[config.mk]
export PLATFORM = sky130hd
export DESIGN_NAME = keypad_scan_encoder
export DESIGN_NICKNAME = d
export VERILOG_FILES = /design/src/rtl/keypad_scan_encoder.sv
export SDC_FILE = /design/constraint.sdc
export NUM_CORES = 1
export LEC_CHECK = 0
export BUFFER_PORTS_ARGS = -buffer_cell sky130_fd_sc_hd__clkbuf_2
export CORE_MARGIN = 10
export CORE_UTILIZATION = 60
export CTS_BUF_LIST = sky130_fd_sc_hd__clkbuf_4 sky130_fd_sc_hd__clkbuf_8
export CTS_CLUSTER_SIZE = 40
export DETAILED_ROUTE_END_ITERATION = 7
export GPL_TIMING_DRIVEN = 0
export PLACE_DENSITY = 0.88
export SLEW_MARGIN = 20
export SYNTH_ARGS = -nofsm -noshare
export SYNTH_HDL_FRONTEND = slang
export SYNTH_SLANG_ARGS = --single-unit
[constraint.sdc]
create_clock -name clk -period 7.1 [get_ports clk]
set_input_delay 0.71 -clock clk [delete_from_list [all_inputs] [get_ports clk]]
set_output_delay 0.71 -clock clk [all_outputs]
set_load 0.02 [all_outputs]
[src/rtl/keypad_scan_encoder.sv]
// keypad_scan_encoder: scans a 4x4 active-low keypad, debounces whole frames and
// drives a one-hot key code. Define KEYSCAN_REPEAT_EN to add auto-repeat key_event pulses.
module keypad_scan_encoder #(
  parameter int SCAN_DIV       = 50000,
  parameter int DEBOUNCE_SCANS = 5,
  parameter int REPEAT_FRAMES  = 125
) (
  input  logic        clk,
  input  logic        RST,
  input  logic [3:0]  col_in,
  output logic [3:0]  row_out,
  output logic [15:0] onehot,
  output logic        key_valid,
  output logic        key_event
);

  localparam int DW = (SCAN_DIV > 2) ? $clog2(SCAN_DIV) : 2;
  localparam int SW = $clog2(DEBOUNCE_SCANS + 1);
  localparam logic [DW-1:0] DWELL_LAST = DW'(SCAN_DIV - 1);
  localparam logic [DW-1:0] DWELL_ONE  = DW'(1);
  localparam logic [DW-1:0] DWELL_ZERO = DW'(0);
  localparam logic [SW-1:0] STABLE_MAX = SW'(DEBOUNCE_SCANS);
  localparam logic [SW-1:0] STABLE_ONE = SW'(1);
  localparam logic [SW-1:0] STABLE_ZERO = SW'(0);

  if ((SCAN_DIV < 4) || (DEBOUNCE_SCANS < 1) || (REPEAT_FRAMES < 1)) begin : g_bad_params
    $error("keypad_scan_encoder: SCAN_DIV >= 4, DEBOUNCE_SCANS >= 1, REPEAT_FRAMES >= 1 required");
  end

  function automatic logic [3:0] row_drive(input logic [1:0] r);
    logic [3:0] drv;
    case (r)
      2'd0:    drv = 4'b1110;
      2'd1:    drv = 4'b1101;
      2'd2:    drv = 4'b1011;
      2'd3:    drv = 4'b0111;
      default: drv = 4'b1111;
    endcase
    return drv;
  endfunction

  function automatic logic [4:0] count_ones(input logic [15:0] v);
    logic [4:0] n;
    n = 5'd0;
    for (int i = 0; i < 16; i++) begin
      n = n + {4'd0, v[i]};
    end
    return n;
  endfunction

  // More than one closed contact (or ghosting) is rejected as "no key".
  function automatic logic [15:0] form_candidate(input logic [15:0] frame);
    logic [15:0] cand;
    if (count_ones(frame) == 5'd1) begin
      cand = frame;
    end else begin
      cand = 16'd0;
    end
    return cand;
  endfunction

  logic [3:0]    col_meta_q, col_meta_d;
  logic [3:0]    col_sync_q, col_sync_d;
  logic [DW-1:0] dwell_q, dwell_d;
  logic [1:0]    row_q, row_d;
  logic [3:0]    row_out_q, row_out_d;
  logic [15:0]   snap_q, snap_d;
  logic [15:0]   prev_cand_q, prev_cand_d;
  logic [SW-1:0] stable_cnt_q, stable_cnt_d;
  logic [15:0]   onehot_q, onehot_d;
  logic          key_valid_q, key_valid_d;
  logic          key_event_q, key_event_d;
  logic          sample_s;
  logic          frame_end_s;
  logic [15:0]   cand_s;

`ifdef KEYSCAN_REPEAT_EN
  localparam int RW = $clog2(REPEAT_FRAMES + 1);
  localparam logic [RW-1:0] REP_LAST = RW'(REPEAT_FRAMES - 1);
  localparam logic [RW-1:0] REP_ONE  = RW'(1);
  localparam logic [RW-1:0] REP_ZERO = RW'(0);
  logic [RW-1:0] rep_cnt_q, rep_cnt_d;
`endif

  // Two-flop synchronizer for the asynchronous column lines.
  always_comb begin
    col_meta_d = col_in;
    col_sync_d = col_meta_q;
  end

  // Frame-end candidate includes the row-3 bits being captured this very cycle.
  always_comb begin
    sample_s    = (dwell_q == DWELL_LAST);
    frame_end_s = sample_s && (row_q == 2'd3);
    cand_s      = form_candidate({~col_sync_q, snap_q[11:0]});
  end

  // Row dwell counter, row advance and per-row snapshot capture.
  always_comb begin
    dwell_d   = dwell_q;
    row_d     = row_q;
    row_out_d = row_out_q;
    snap_d    = snap_q;
    if (sample_s) begin
      dwell_d   = DWELL_ZERO;
      row_d     = row_q + 2'd1;
      row_out_d = row_drive(row_d);
      snap_d[{row_q, 2'b00} +: 4] = ~col_sync_q;
    end else begin
      dwell_d = dwell_q + DWELL_ONE;
    end
  end

  // Frame debounce, output update and optional auto-repeat.
  always_comb begin
    prev_cand_d  = prev_cand_q;
    stable_cnt_d = stable_cnt_q;
    onehot_d     = onehot_q;
    key_valid_d  = key_valid_q;
    key_event_d  = 1'b0;
`ifdef KEYSCAN_REPEAT_EN
    rep_cnt_d    = rep_cnt_q;
`endif
    if (frame_end_s) begin
      if (cand_s == prev_cand_q) begin
        if (stable_cnt_q < STABLE_MAX) begin
          stable_cnt_d = stable_cnt_q + STABLE_ONE;
        end else begin
          stable_cnt_d = STABLE_MAX;
        end
      end else begin
        stable_cnt_d = STABLE_ONE;
      end
      prev_cand_d = cand_s;
      if ((stable_cnt_d >= STABLE_MAX) && (cand_s != onehot_q)) begin
        onehot_d    = cand_s;
        key_valid_d = (cand_s != 16'd0);
        key_event_d = (cand_s != 16'd0);
      end else begin
        onehot_d = onehot_q;
      end
`ifdef KEYSCAN_REPEAT_EN
      // A code change restarts the repeat interval; a held key pulses every REPEAT_FRAMES.
      if (onehot_d != onehot_q) begin
        rep_cnt_d = REP_ZERO;
      end else if (onehot_q != 16'd0) begin
        if (rep_cnt_q >= REP_LAST) begin
          rep_cnt_d   = REP_ZERO;
          key_event_d = 1'b1;
        end else begin
          rep_cnt_d = rep_cnt_q + REP_ONE;
        end
      end else begin
        rep_cnt_d = REP_ZERO;
      end
`endif
    end else begin
      prev_cand_d = prev_cand_q;
    end
  end

  // State and output registers with synchronous reset.
  always_ff @(posedge clk) begin
    if (RST) begin
      col_meta_q   <= 4'hF;
      col_sync_q   <= 4'hF;
      dwell_q      <= DWELL_ZERO;
      row_q        <= 2'd0;
      row_out_q    <= 4'b1110;
      snap_q       <= 16'd0;
      prev_cand_q  <= 16'd0;
      stable_cnt_q <= STABLE_ZERO;
      onehot_q     <= 16'd0;
      key_valid_q  <= 1'b0;
      key_event_q  <= 1'b0;
`ifdef KEYSCAN_REPEAT_EN
      rep_cnt_q    <= REP_ZERO;
`endif
    end else begin
      col_meta_q   <= col_meta_d;
      col_sync_q   <= col_sync_d;
      dwell_q      <= dwell_d;
      row_q        <= row_d;
      row_out_q    <= row_out_d;
      snap_q       <= snap_d;
      prev_cand_q  <= prev_cand_d;
      stable_cnt_q <= stable_cnt_d;
      onehot_q     <= onehot_d;
      key_valid_q  <= key_valid_d;
      key_event_q  <= key_event_d;
`ifdef KEYSCAN_REPEAT_EN
      rep_cnt_q    <= rep_cnt_d;
`endif
    end
  end

  assign row_out   = row_out_q;
  assign onehot    = onehot_q;
  assign key_valid = key_valid_q;
  assign key_event = key_event_q;

endmodule

; ---- Word-level counts from Yosys, hierarchy flattened
; Index checks and enable logic that the tools add are counted.
[op_classes]
n_div = 0
shifts = 2
n_lt_le_gt_ge = 2
n_reduce_logical = 7
bitwise = 3
add_sub_neg = 19
n_mux = 6
n_eq_ne = 8
mul = 0
[op_table]
columns = operator, count
row1 = $add A5 B1 Y5, 11
row2 = $add A16 B1 Y16 const B, 1
row3 = $bwmux W16, 1
row4 = $eq A16 B16 Y1, 1
row5 = $eq A16 B16 Y1 const B, 1
row6 = $mux W16, 1
row7 = $ne A16 B16 Y1, 1
row8 = $pmux W4 S4, 1
row9 = $reduce_bool A16 Y1, 1
row10 = $shift A4 B6 Y16 const A, 1
row11 = $shiftx A4 B6 Y16, 1
row12 = $mux W3, 3
row13 = $eq A2 B2 Y1 const B, 3
row14 = $neg A4 Y6, 1
row15 = $add A4 B1 Y5, 1
row16 = $eq A5 B1 Y1 const B, 1
row17 = $add A3 B1 Y4, 1
row18 = $not A4 Y4, 1
row19 = $add A2 B1 Y3, 1
row20 = $add A3 B1 Y3 const B, 1
row21 = $ge A3 B3 Y1 const B, 1
row22 = $lt A3 B3 Y1 const B, 1
row23 = $reduce_or A3 Y1, 1
row24 = $add A1 B1 Y2, 1
row25 = 7 further kinds, 9
[totals]
latch_bits = 0
wordCells = 58
regBits = 83
ram_bits = 0
mem_bits_ro = 0
memories = 0
out_inout_bits = 22

; ---- Logic depth before layout (Yosys ltp)
; Gate-level depths: netlist of the first run.
[depth]
ltp_word = 24
depth_mapped = 20
mapped_depth_nobuf = 17

; ---- Least setup slack after synthesis of the first run
; OpenSTA, ideal clock, no wires.
[synth_timing]
kind = flip-flop to flip-flop
from = reg snap_q[7]
to = reg onehot_q[10], in the netlist onehot[10]
n_path_buf = 3
path_slack_ns = 1.722
stages_incl_launch_ff = 21
arrival_ns = 5.256
cell_sequence = dfxtp_1 -> clkbuf_1 -> inv_1 -> fa_1 -> fa_1 -> inv_1 -> fa_1 -> inv_1 -> fa_1 -> inv_1 -> ha_1 -> fa_1 -> nor4b_2 -> nand2_1 -> buf_2 -> nor3_1 -> o22ai_1 -> or4_4 -> nand3_4 -> buf_6 -> mux2_4
[synth_via]
elab_chain_len = 17
[synth_lines]
columns = element, line_no
row1 = start: declaration, 67  ; logic [15:0] snap_q, snap_d;
row2 = start signal: assignment, 185  ; snap_q <= snap_d;
row3 = $add A5 B1 Y5 (9 in series), 46  ; n = n + {4'd0, v[i]};
row4 = $eq A5 B1 Y1, 54  ; if (count_ones(frame) == 5'd1) begin
row5 = $mux W16 (*), 54
row6 = $eq A16 B16 Y1, 125  ; if (cand_s == prev_cand_q) begin
row7 = $mux W3, 125
row8 = $mux W3, 124  ; if (frame_end_s) begin
row9 = $ge A3 B3 Y1, 135  ; if ((stable_cnt_d >= STABLE_MAX) && (cand_s != onehot_q)) begin
row10 = $logic_and A1 B1 Y1, 135
row11 = $reduce_and A2 Y1 (no source line), -
row12 = end signal: assignment, 188  ; onehot_q <= onehot_d;
row13 = end: declaration, 70  ; logic [15:0] onehot_q, onehot_d;
; Every way passes the cells marked *; elsewhere a longest branch is shown, timed or not. The select of a mux whose other input is x is not followed.
; A chain may end at the register's enable or synchronous reset.

; ---- Worst setup path after layout of the first run
[layout_timing]
from = reg snap_q[7]
to = reg onehot_q[13], in the netlist onehot[13]
; The elaborated chain is that of the path after synthesis.

==> impl_results.md, run 1 <==
- Status: complete, no violations
- Synth area leader: dfxtp_1
- Vias: 4139
- Synth Area in Adders: 0.0769
- EDFF count, synth: 0
- Post-layout minimum cycle time: 6020 ps
- Setup TNS Final: 0 ps
- Clock transition at path regs: 90 ps
- Vias in the first global route: 4078
- Clk_skew: 12.1 ps
- Hpwl dp: 8830 um
- Post-CTS Resized: 0
- Multiplexer area fraction after synthesis: 0.0513
- Largest net degree at the start of global routing: 16
- Synth Area in XOR/XNOR: 0.0538
- Worst hold path type: reg2reg
- Mapped Nets: 570
- Worst slew pin tran: 808 ps
- Max cap viols: 0
- Power per standard cell area: 174 nW/um^2
- Synth top cells by count: 79 x dfxtp_1, 48 x nor2_1, 45 x nand2_1
- Crit path max fanout: 10
- DRT Wirelength: 12200 um
- 1st-pass router iterations: 8
- Die height: 107 um
- Ys flop type: dfxtp_1
- VDD IR max: 124 uV
- Final Hold Fails: 0
- Slew Viols, Final: 0
- CTS Sinks: 79
- Synth area leaders: dfxtp_1 35%, fa_1 4.4%, nor3_1 4.0%
- R2R depth: 20
- IO Pins: 28
- Antenna fix cells: 0
- Routed len/inst: 17.8 um
- Htree depth: 3
- Die area: 11500 sq um
- Clk_lat worst skew: 360 ps
- Asr flop ratio synth: 0
- Global route overflow: 0
- Fraction of layout cells with a size suffix above 1: 0.159
- Yosys cell types: 49
- Post-synthesis sequential area ratio: 0.347
- Starting density of the core: 0.622
- Hold_buf cts: 0
- Global-route wire length before repair: 20000 um
- # rows: 31
- Clock tree from TritonCTS: yes
- Most numerous cell in the Yosys netlist: dfxtp_1
- CTS buffer count: 9
- Synth Area in Compound Gates: 0.129
- Yosys top cell area share: 0.347
- CTS max path bufs: 2
- Finish-stage setup viols: 0
- Port Buffer Count: 26
- Critical path endpoint category: register
- Slew margin rel.: 0.459
- Critical Path RT: 7360 ps
- # DRC: 0
- Startpoint types: register
- Antenna viol nets, final: 0
- Area Overhead vs Synth: 10.2%
- Std-Cell Core Area: 7330 sq um
- Final Power: 0.875 mW
- Placed cells: 667
- Gate Count Post-Synth: 542
- Post-Layout Cell Count: 683
- Syn_area_per_cell: 8.41 sq um
- Critical Path AT: 6280 ps
- Initial DRC count: 388
- Post-Syn Area: 4560 sq um
- Final nets: 607
- Post-CTS setup buffers: 0
- Tot GR Track Use: 0.214
- Worst Hold Path Cells: 1
- Synth warn: 0
- Gpl congestion: 0.943
- RSZ-0062 raised after global routing: no
- Fmax: 0.166 GHz
- Final Cycle Share: 0.848
- Root Buffer: clkbuf_8
- Yosys reg bits: 79
- Die W: 107 um
- Simple-gate area share of the yosys netlist: 0.282
- Largest family of logic cells by synthesized area: simple AND/OR/NAND/NOR gates
- Critical path type: reg2reg
- Initial antenna violation count: 0
- Vias per inst: 6.06
- Leakage power: 1.99 nW
-- where the power goes --
group	internal (mW)	switching, mW	total (mW)
clock network	0.178	0.183	0.361
registers	0.446	0.00236	0.449
logic	0.0178	0.0478	0.0656
-- logic make-up (layout without fill, tap and decap cells) --
| family | Yosys count | in the layout |
|---|---|---|
| and+or+nand+nor | 237 | 237 |
| AOI/OAI and AO/OA | 92 | 92 |
| DFF | 79 | 79 |
| buffers and inverters | 66 | 108 |
| xor gates and xnor gates | 28 | 28 |
| adders and majority gates | 22 | 22 |
| muxes | 18 | 18 |
-- path summary, 6_finish.rpt --
check	from	to	slack, ps
max reg2reg	snap_q[7]$_SDFFE_PP0P_	onehot[13]$_SDFFE_PP0P_	1080
min	col_meta_q[0]$_SDFF_PP1_	col_sync_q[0]$_SDFF_PP1_	420
max	snap_q[7]$_SDFFE_PP0P_	onehot[13]$_SDFFE_PP0P_	1080
min reg2reg	col_meta_q[0]$_SDFF_PP1_	col_sync_q[0]$_SDFF_PP1_	420
-- per-stage QoR --
stage | area, sq um | hold slack, ps | setup slack, ps | util
after global routing | 5020 | 439 | 796 | 0.685
after floorplan | 4560 | 389 | 1720 | -
after global placement | 4810 | 392 | 1250 | 0.656
final | 5020 | 418 | 1080 | 0.685
after CTS | 5020 | 418 | 1130 | 0.685
after detailed placement | 4810 | 398 | 1160 | 0.656
-- registers in the layout, indices dropped and copies added (netlist names) --
name,cells
row_q,2
onehot,16
prev_cand_q,16
key_valid,1
dwell_q,16
snap_q,12
stable_cnt_q,3
row_out,4
col_meta_q,4
col_sync_q,4
key_event,1
-- layout by cell type (no fill, tap or decap), types with 18 or more instances in the layout --
master	count
nor3_1	36
nor2_1	48
dfxtp_1	79
nand2_1	45
a21oi_1	35
nand3_1	20
clkbuf_2	26
clkbuf_1	25
inv_1	26
xor2_1	18
-- worst max-delay path: stages (launching register included) --
cell,delay [ps]
dfxtp_1,310
clkbuf_1,330
inv_1,190
fa_1,510
fa_1,490
inv_1,50
fa_1,500
inv_1,50
fa_1,470
inv_1,50
ha_1,200
fa_1,460
nor4b_2,290
nand2_1,180
buf_2,240
nor3_1,200
o22ai_1,110
or4_4,580
nand3_4,170
buf_6,200
mux2_4,310
-- cell type report --
type	count	area [sq um]
Timing Repair Buffer	26	130
Fill cell	569	2310
Clock inverter	6	75.1
Clock buffer	10	138
Multi-Input combinational cell	397	2700
Inverter	26	97.6
Buffer	40	178
Tap cell	99	124
Sequential cell	79	1580
-- layer usage --
| layer | global-route usage | vias up | part of all wire |
|---|---|---|---|
| li1 | - | 1960 | - |
| met1 | 0.251 | 1920 | 0.41 |
| met2 | 0.353 | 217 | 0.47 |
| met3 | 0.0569 | 42 | 0.094 |
| met4 | 0.109 | 0 | 0.032 |
| met5 | 0 | - | 0 |
No activity file was read; power rests on OpenSTA's default activity.
==> run 2, diff against run 1 <==
CORE_UTILIZATION = 57   (was 60)
PLACE_DENSITY = 0.87   (was 0.88)
clock period = 5.4 ns   (was 7.1 ns; I/O delays follow)
==> run 2 against run 1 <==
Effect of this change:
- cell count increased by 2.3%
- the flow now finishes with violations (setup timing)
- critical endpoint is now onehot[15]$_SDFFE_PP0P_
- design area up 5.3%
- sequential power is 31% higher
- via count increased by 5.2%
- count of clock-buffer cells in the layout stayed put
- highest routed layer unchanged
- clock power grew 41%
- critical path depth fell by 1
==> impl_results.md, run 2 (same netlist as run 1, synthesis figures left out) <==
- Gpl congestion: 0.994 (was 0.943)
- # DRC: 0 (unchanged)
- 1st-pass router iterations: 5 (was 8)
- Routed len/inst: 18.9 um (was 17.8 um)
- Vias: 4354 (was 4139)
- Startpoint types: register (unchanged)
- Root Buffer: clkbuf_8 (unchanged)
- Final Cell Area: 5290 sq um (was 5020 sq um)
- Critical Path AT: 5770 ps (was 6280 ps)
- Worst hold path type: in2reg (was reg2reg)
- Failing checks: setup timing
- Global route overflow: 0 (unchanged)
- Critical path type: reg2reg (unchanged)
- Critical Path RT: 5660 ps (was 7360 ps)
- CTS max path bufs: 2 (unchanged)
- Port Buffer Count: 26 (unchanged)
- Starting density of the core: 0.587 (was 0.622)
- Slew Viols, Final: 0 (unchanged)
- Vias in the first global route: 4078 (unchanged)
- Antenna fix cells: 0 (unchanged)
- Final nets: 620 (was 607)
- Placed cells: 670 (was 667)
- Final hold slack: 346 ps (was 418 ps)
- Finish-stage setup viols: 16 (was 0)
- Post-layout minimum cycle time: 5510 ps (was 6020 ps)
- Clock transition at path regs: 90 ps (about the same)
- Dpl cell area: 4810 sq um (about the same)
- Die area: 12000 sq um (was 11500 sq um)
- IO Pins: 28 (unchanged)
- Area Overhead vs Synth: 16.1% (was 10.2%)
- Clk_skew: 13.5 ps (was 12.1 ps)
- Setup TNS Final: -1300 ps (was 0 ps)
- Clk_lat worst skew: 370 ps (was 360 ps)
- Crit path max fanout: 5 (was 10)
- Clock tree from TritonCTS: yes (unchanged)
- Hpwl dp: 9050 um (was 8830 um)
- Fraction of layout cells with a size suffix above 1: 0.228 (was 0.159)
- Critical path endpoint category: register (unchanged)
- Status: finished with violations (was complete, no violations)
- RSZ-0062 raised after global routing: yes (was no)
- Die height: 109 um (was 107 um)
- Post-Layout Cell Count: 699 (was 683)
- Global-route wire length before repair: 20600 um (was 20000 um)
- Fill cell count: 643 (was 569)
- Largest net degree at the start of global routing: 15 (was 16)
- # rows: 32 (was 31)
- Final Cycle Share: 1.02 (was 0.848)
- Leakage power: 2.11 nW (was 1.99 nW)
- Final Hold Fails: 0 (unchanged)
- Max cap viols: 0 (unchanged)
- VDD IR max: 198 uV (was 124 uV)
- Die W: 109 um (was 107 um)
- Fmax: 0.181 GHz (was 0.166 GHz)
- Initial DRC count: 492 (was 388)
- Worst slew pin tran: 601 ps (was 808 ps)
- Initial antenna violation count: 0 (unchanged)
- DRT Wirelength: 13200 um (was 12200 um)
- Post-Place Worst Slack: -573 ps (was 1160 ps)
- Std-Cell Core Area: 7770 sq um (was 7330 sq um)
- Slew margin rel.: 0.599 (was 0.459)
- Vias per inst: 6.23 (was 6.06)
- Power per standard cell area: 228 nW/um^2 (was 174 nW/um^2)
- Commonest non-fill, non-tap cell in the layout: dfxtp_1 (unchanged)
- Antenna viol nets, final: 0 (unchanged)
- Tot GR Track Use: 0.219 (was 0.214)
- Most frequent cells in the layout: 74 x dfxtp_1, 47 x nor2_1, 44 x nand2_1, 35 x a21oi_1, 31 x nor3_1 (was 79 x dfxtp_1, 48 x nor2_1, 45 x nand2_1, 36 x nor3_1, 35 x a21oi_1)
- Htree depth: 3 (unchanged)
- Final worst setup slack: -111 ps (was 1080 ps)
- CTS buffer count: 9 (unchanged)
- CTS Sinks: 79 (unchanged)
[run 2: layer usage]
| layer | wire, um | part of all wire | vias to the layer above | GRT usage |
|---|---|---|---|---|
| met1 | 5090 | 0.39 | 2038 | 0.263 |
| met3 | 1400 | 0.11 | 66 | 0.0573 |
| met5 | 0 | 0 | - | 0 |
| met4 | 511 | 0.039 | 0 | 0.0929 |
| met2 | 6180 | 0.47 | 267 | 0.364 |
| li1 | - | - | 1983 | - |
[run 2: cell type report]
| class | count | area, sq um | share of cell area |
|---|---|---|---|
| Timing Repair Buffer | 43 | 283 | 0.0535 |
| Clock buffer | 10 | 131 | 0.0248 |
| Multi-Input combinational cell | 397 | 2770 | 0.524 |
| Tap cell | 102 | 128 | 0.0241 |
| Buffer | 36 | 189 | 0.0357 |
| Clock inverter | 6 | 91.3 | 0.0173 |
| Inverter | 26 | 103 | 0.0194 |
| Sequential cell | 79 | 1590 | 0.301 |
[run 2: what timing repair did]
action                                  CTS  global route
endpoints found under the setup margin   30            29
gates resized for setup                  26            25
setup buffers                            12             3
hold buffers                              0             0
cloned                                    1             1
pin swaps                                10            15
[run 2: worst paths after layout]
path	to	cells after the start	startpoint	slack (ps)
worst max-delay path	onehot[15]$_SDFFE_PP0P_	19	snap_q[5]$_SDFFE_PP0P_	-110
worst min-delay path	col_meta_q[2]$_SDFF_PP1_	2	col_in[2]	350
worst max register to register	onehot[15]$_SDFFE_PP0P_	19	snap_q[5]$_SDFFE_PP0P_	-110
worst min register to register	col_sync_q[0]$_SDFF_PP1_	1	col_meta_q[0]$_SDFF_PP1_	420
[run 2: where the power goes]
part / leakage [nW] / switching, mW / total (mW) / internal (mW)
clock: 0.115 / 0.240 / 0.509 / 0.269
combinational: 1.36 / 0.0707 / 0.109 / 0.0384
sequential: 0.642 / 0.00324 / 0.589 / 0.586
total: 2.11 / 0.314 / 1.21 / 0.893
[run 2: metrics by stage]
stage,utilization,power [mW]
after detailed placement,0.620,0.687
final,0.681,1.21
after CTS,0.671,1.18
after global placement,0.620,0.685
after floorplan,-,0.660
after global routing,0.681,1.24
[run 2: worst max-delay path, cell delays in order (launching register included)]
cell and delay, ps:
dfxtp_2 400, inv_4 50, fa_1 490, fa_1 530
inv_2 50, fa_1 490, inv_1 50, fa_1 490
inv_2 50, ha_4 160, fa_1 480, nor4b_4 280
nand2_2 170, buf_6 180, nor3_1 200, o22ai_1 110
or4_4 580, nand3_4 180, buf_6 140, mux2_2 340
